<file path="config.mk">
export PLATFORM = sky130hd
export DESIGN_NAME = seq_serializer
export DESIGN_NICKNAME = d
export VERILOG_FILES = /design/src/rtl/seq_serializer.sv
export SDC_FILE = /design/constraint.sdc
export NUM_CORES = 1
export LEC_CHECK = 0
export BUFFER_PORTS_ARGS = -buffer_cell sky130_fd_sc_hd__buf_4
export CORE_UTILIZATION = 58
export CTS_BUF_LIST = sky130_fd_sc_hd__clkbuf_4 sky130_fd_sc_hd__clkbuf_8
export DETAILED_ROUTE_END_ITERATION = 8
export PLACE_DENSITY_LB_ADDON = 0.05
export SLEW_MARGIN = 5
export SYNTH_ARGS = -nofsm -noshare
export SYNTH_HDL_FRONTEND = slang
export SYNTH_SLANG_ARGS = --single-unit
</file>
<file path="constraint.sdc">
create_clock -name clk -period 1.98 [get_ports clk]
set_input_delay 0.099 -clock clk [delete_from_list [all_inputs] [get_ports clk]]
set_output_delay 0.099 -clock clk [all_outputs]
set_load 0.01 [all_outputs]
</file>
<file path="src/rtl/seq_serializer.sv">
// Parallel-to-serial feeder for the Moore sequence detector: takes WIDTH-bit words
// over valid/ready and shifts them out one bit per clock, with a 1-entry hold for gapless streams.
module seq_serializer #(
    parameter int WIDTH     = 8,
    parameter bit MSB_FIRST = 1'b1
) (
    input  logic             clk,
    input  logic             rst,
    input  logic [WIDTH-1:0] din,
    input  logic             din_valid,
    output logic             din_ready,
    output logic             out,
    output logic             out_valid,
    output logic             busy
);

    localparam int CNT_W = $clog2(WIDTH);

    typedef enum logic {
        ST_IDLE,
        ST_SHIFT
    } state_t;

    state_t           r_state;
    state_t           w_state_nxt;
    logic [WIDTH-1:0] r_shifter;
    logic [WIDTH-1:0] r_hold;
    logic             r_hold_full;
    logic [CNT_W-1:0] r_bit_cnt;

    logic             w_accept;
    logic             w_last_bit;
    logic [WIDTH-1:0] w_shifted;

    // The hold register is the only back-pressure source, so readiness is just "hold is empty".
    assign w_accept   = din_valid & ~r_hold_full;
    assign w_last_bit = (r_state == ST_SHIFT) && (r_bit_cnt == CNT_W'(WIDTH - 1));
    assign w_shifted  = MSB_FIRST ? {r_shifter[WIDTH-2:0], 1'b0}
                                  : {1'b0, r_shifter[WIDTH-1:1]};

    // NOTE: sequential state uses non-blocking assignments so every register samples pre-edge values.
    always_ff @(posedge clk or negedge rst) begin
        if (!rst) begin
            r_state <= ST_IDLE;
        end else begin
            r_state <= w_state_nxt;
        end
    end

    // NOTE: the default assignment up front keeps this block from inferring a latch.
    always_comb begin
        w_state_nxt = r_state;
        case (r_state)
            ST_IDLE: begin
                if (w_accept) begin
                    w_state_nxt = ST_SHIFT;
                end
            end
            ST_SHIFT: begin
                if (w_last_bit && !r_hold_full && !w_accept) begin
                    w_state_nxt = ST_IDLE;
                end
            end
            default: w_state_nxt = ST_IDLE;
        endcase
    end

    // On the last-bit edge the held word wins over a bypass; a bypass never touches hold.
    always_ff @(posedge clk or negedge rst) begin
        if (!rst) begin
            r_shifter   <= '0;
            r_hold      <= '0;
            r_hold_full <= 1'b0;
            r_bit_cnt   <= '0;
        end else begin
            case (r_state)
                ST_IDLE: begin
                    if (w_accept) begin
                        r_shifter <= din;
                        r_bit_cnt <= '0;
                    end
                end
                ST_SHIFT: begin
                    if (w_last_bit) begin
                        r_bit_cnt <= '0;
                        if (r_hold_full) begin
                            r_shifter   <= r_hold;
                            r_hold_full <= 1'b0;
                        end else if (w_accept) begin
                            r_shifter <= din;
                        end else begin
                            r_shifter <= '0;
                        end
                    end else begin
                        r_shifter <= w_shifted;
                        r_bit_cnt <= r_bit_cnt + CNT_W'(1);
                        if (w_accept) begin
                            r_hold      <= din;
                            r_hold_full <= 1'b1;
                        end
                    end
                end
                default: begin
                    r_shifter   <= '0;
                    r_hold_full <= 1'b0;
                    r_bit_cnt   <= '0;
                end
            endcase
        end
    end

    always_comb begin
        out_valid = (r_state == ST_SHIFT);
        out       = out_valid & (MSB_FIRST ? r_shifter[WIDTH-1] : r_shifter[0]);
        busy      = out_valid | r_hold_full;
        din_ready = ~r_hold_full;
    end

    // A held word only exists while a word is being shifted; otherwise it would be stranded.
    hold_implies_shift: assert property (
        @(posedge clk) disable iff (!rst) r_hold_full |-> (r_state == ST_SHIFT)
    );

endmodule

</file>
### Word-level counts from Yosys, hierarchy flattened

Index checks and enable logic that the tools add are counted.

| operators by class | value |
|---|---|
| equality and inequality tests | 2 |
| $add $sub $neg | 1 |
| reduce and logical (&&, ||, !) cells | 8 |
| multiplexer cells | 13 |
| bitwise gates (word level) | 6 |

Operator list:

| cell | count |
|---|---|
| $mux 8 | 4 |
| $pmux 8 s2 | 1 |
| $mux 3 | 2 |
| $pmux 3 s2 | 1 |
| $mux 1 | 4 |
| $add 3x1->3 const B | 1 |
| $eq 3x3->1 const B | 1 |
| $logic_and 1x1->1 | 3 |
| $not 1->1 | 3 |
| $reduce_and 3->1 | 1 |
| $and 1x1->1 | 2 |
| $logic_not 1->1 | 2 |
| $ne 2x2->1 const B | 1 |
| $pmux 1 s2 | 1 |
| $reduce_and 2->1 | 1 |
| $reduce_bool 2->1 | 1 |
| $or 1x1->1 | 1 |

| storage, ports and cells | value |
|---|---|
| input bits | 11 |
| register bits after elaboration | 21 |
| output and inout bits | 4 |

### Depth between registers and ports, before layout

| depth | value |
|---|---|
| word-level depth | 6 |
| mapped depth | 6 |
| depth with buffers taken out | 5 |

### Worst setup path after synthesis

OpenSTA, ideal clock, no wires.

| timing path | value |
|---|---|
| path kind | register -> register |
| from | reg r_bit_cnt[0] |
| to | reg r_hold[0] |
| cell stages (with the launch flop) | 7 |
| period minus slack after synthesis | 1.770 ns |
| buffers on the path | 1 |
| slack | 0.210 ns |
| data arrival time | 1.645 ns |
| path through | dfrtp_1 -> ha_1 -> ha_1 -> nand2b_1 -> buf_6 -> nor2_2 -> mux2_2 |

| on the way | value |
|---|---|
| longest elaborated chain between the ends | 4 |

Ends and longest elaborated chain:

| element | RTL line | RTL |
|---|---|---|
| start: declaration | 29 | `logic [CNT_W-1:0] r_bit_cnt;` |
| start signal: assignment | 96 | `r_bit_cnt <= r_bit_cnt + CNT_W'(1);` |
| $eq 3x3->1 | 37 | `assign w_last_bit = (r_state == ST_SHIFT) && (r_bit_cnt == CNT_W'(WIDTH - 1));` |
| $logic_and 1x1->1 | 37 |  |
| $not 1->1 (no line) | - |  |
| $reduce_and 3->1 (no line) | - |  |
| end signal: assignment | 98 | `r_hold <= din;` |
| end: declaration | 27 | `logic [WIDTH-1:0] r_hold;` |

Every way passes these cells.
A chain may end at the register's enable or synchronous reset.

### Worst setup path in the final report

| timing path | value |
|---|---|
| from | reg r_bit_cnt[0] |
| to | reg r_hold[6] |

The elaborated chain is that of the path after synthesis.

==> results.cfg <==
[floorplan]
die_w_um = 44.8
core_area_sq_um = 1730
ioPinCount = 15
dieArea_sq_um = 2010
rows = 15
fp.dieH_um = 44.8
start_util = 0.615

[route]
ant_nets = 0
wl_um = 2080
initialDrtViolationCount = 3
detail_route.first_pass.iterations = 3
wl_per_cell_um = 14.8
drc = 0
vias = 790
viasPerCell = 5.64

[power]
pwr_density_cell_nw_per_um2 = 1440
ir_worst_vdd_mv = 0.783
cellLeakagePower_nw = 0.632

[global_route]
grt_pass1_vias = 789
grt_pass1_wl_um = 3480
antenna_found_initial = 0
gr-total-overflow = 0
track_usage = 0.243
grt_max_degree = 22

[synth]
synthCells = 96
seq_area_frac_synth = 0.495
synth.distinct_cells = 23
syn-cell-area_sq_um = 1060
synth_most_common_cell = dfrtp_1
synth_area_leaders = dfrtp_1 (49%), mux2_2 (8.5%), o32a_1 (6.6%)
synth_edf_count = 0
synth.avg_cell_area_sq_um = 11.1
yosysWarningCount = 0
syn_nets = 109
synth.largest_area_cell = dfrtp_1
yosys-top-cells-count = dfrtp_1 (21), nand2_1 (13), mux2_2 (8)
synth_top_area_frac = 0.495
async_flop_share = 1.00
ys.flop_type = dfrtp_1
yosys_register_bits = 21

[timing]
fmax_mhz = 582
tightest_slew_ns = 0.325
finalCritPeriodShare = 0.867
setup_viol = 0
tns_ns = 0
slew_violations = 0
slew_headroom = 0.783
fin_crit_ns = 1.72
rsz0062_at_grt = false
hold_viol_final = 0
clock_skew_ns = 0.00580

[cts]
cts_resized = 0
clk_latency_ns = 0.30
clock_path_buffers = 2
clk_pin_slew_ns = 0.12
cts_tree = yes
cts_root_buf = clkbuf_4
cts_sinks = 21
cts-buffers-inserted = 3
htree_levels = 1

[critical_path]
critPathRequiredTime_ns = 2.18
cp.arrival_ns = 1.91
cp-start-kind = flip-flop
end_kind = flip-flop
worst-path-max-fanout = 8
critPathKind = reg -> reg

[status]
status = complete, no violations

[job]
maxCapViolations = 0

[min_path]
timing.hold.worst.class = in -> reg

[place]
dpl_cell_area_sq_um = 1200
place_congestion = 0.763
port_buffers = 14

[final_layout]
area_growth_pct = 17.0
drive_gt1_frac = 0.304
antenna_cells = 0
finalInstanceArea_sq_um = 1240
finalNetCount = 129
[timing repair]
| action | CTS | global route |
|---|---|---|
| hold buffers | 1 | 0 |
| buffers inserted | 0 | 0 |
| hold endpoints to repair | 21 | 0 |
[critical path, stage by stage, from the launching register on]
cell and delay [ns]:
dfrtp_1 0.42, ha_1 0.21, ha_1 0.19, nand2b_1 0.17
nor2_2 0.10, buf_4 0.18, mux2_2 0.34
[kinds of logic after synthesis]
kind of cell | count (synthesis) | share of synthesized area
muxes | 8 | 0.0848
adders and majority gates | 2 | 0.0236
AOI/OAI and AO/OA | 23 | 0.168
DFF | 21 | 0.495
buffers and inverters | 9 | 0.0471
and+or+nand+nor | 33 | 0.181
[per-layer routing]
layer	up-vias	global-route usage	wire (um)
li1	386	-	-
met1	392	0.336	996
met2	10	0.397	1020
met3	2	0.0240	45
met4	0	0.0970	12
met5	-	0	0
[per-stage QoR]
step / hold slack (ns) / util / cells / setup WS [ns] / total power [W]
floorplan: -0.197 / - / 96 / 0.210 / 0.00136
global placement: -0.00414 / 0.698 / 135 / 0.349 / 0.00155
detailed placement: -0.00115 / 0.698 / 135 / 0.277 / 0.00159
finish: 0.0250 / 0.720 / 140 / 0.263 / 0.00179
global route: 0.0184 / 0.720 / 140 / 0.161 / 0.00193
CTS: 0.0196 / 0.720 / 140 / 0.259 / 0.00180
[cells in the final DEF (no fill, tap or decap)]
cell,n
ha_1,2
and3_1,7
nand2_1,13
or2_2,1
o21ai_0,2
o22ai_1,3
nand2b_1,1
clkinv_2,1
o32a_1,7
o2bb2ai_1,1
and2_1,1
clkbuf_4,3
dlygate4sd3_1,1
nor2_2,1
a21boi_0,7
a21oi_1,2
mux2_2,8
nand3_1,1
a2bb2oi_1,1
dfrtp_1,21
nand2b_2,1
inv_1,3
buf_4,20
and3b_1,7
[report_power, final]
part           switching, W  internal, W
sequential         0.000126     0.000637
combinational      0.000365     0.000455
clock              0.000135    0.0000753
total              0.000626      0.00117
[path summary, 6_finish.rpt]
check	depth (start not counted)	startpoint	endpoint	slack (ns)
worst max register to register	6	r_bit_cnt[0]	r_hold[6]	0.26
worst max-delay path	6	r_bit_cnt[0]	r_hold[6]	0.26
worst min-delay path	2	din[2]	r_hold[2]	0.03
max in group asynchronous	2	rst	r_hold_full	1.56
worst min register to register	1	r_shifter[6]	r_shifter[7]	0.51
min in group asynchronous	2	rst	r_shifter[7]	0.20
[state kept, by name, summed over array words and instances (netlist names)]
signal / flops
r_bit_cnt: 3
out_valid: 1
r_shifter: 8
r_hold_full: 1
r_hold: 8
[final cells by class]
class | count | area, sq um
clock buffers | 3 | 22.5
repair buffers | 21 | 160
fillers | 144 | 484
multi-input cells | 66 | 487
clock inverters | 1 | 5.00
flip-flops and latches | 21 | 526
well taps | 25 | 31.3
inverters | 3 | 11.3
Power figures use the tool's default switching activity.
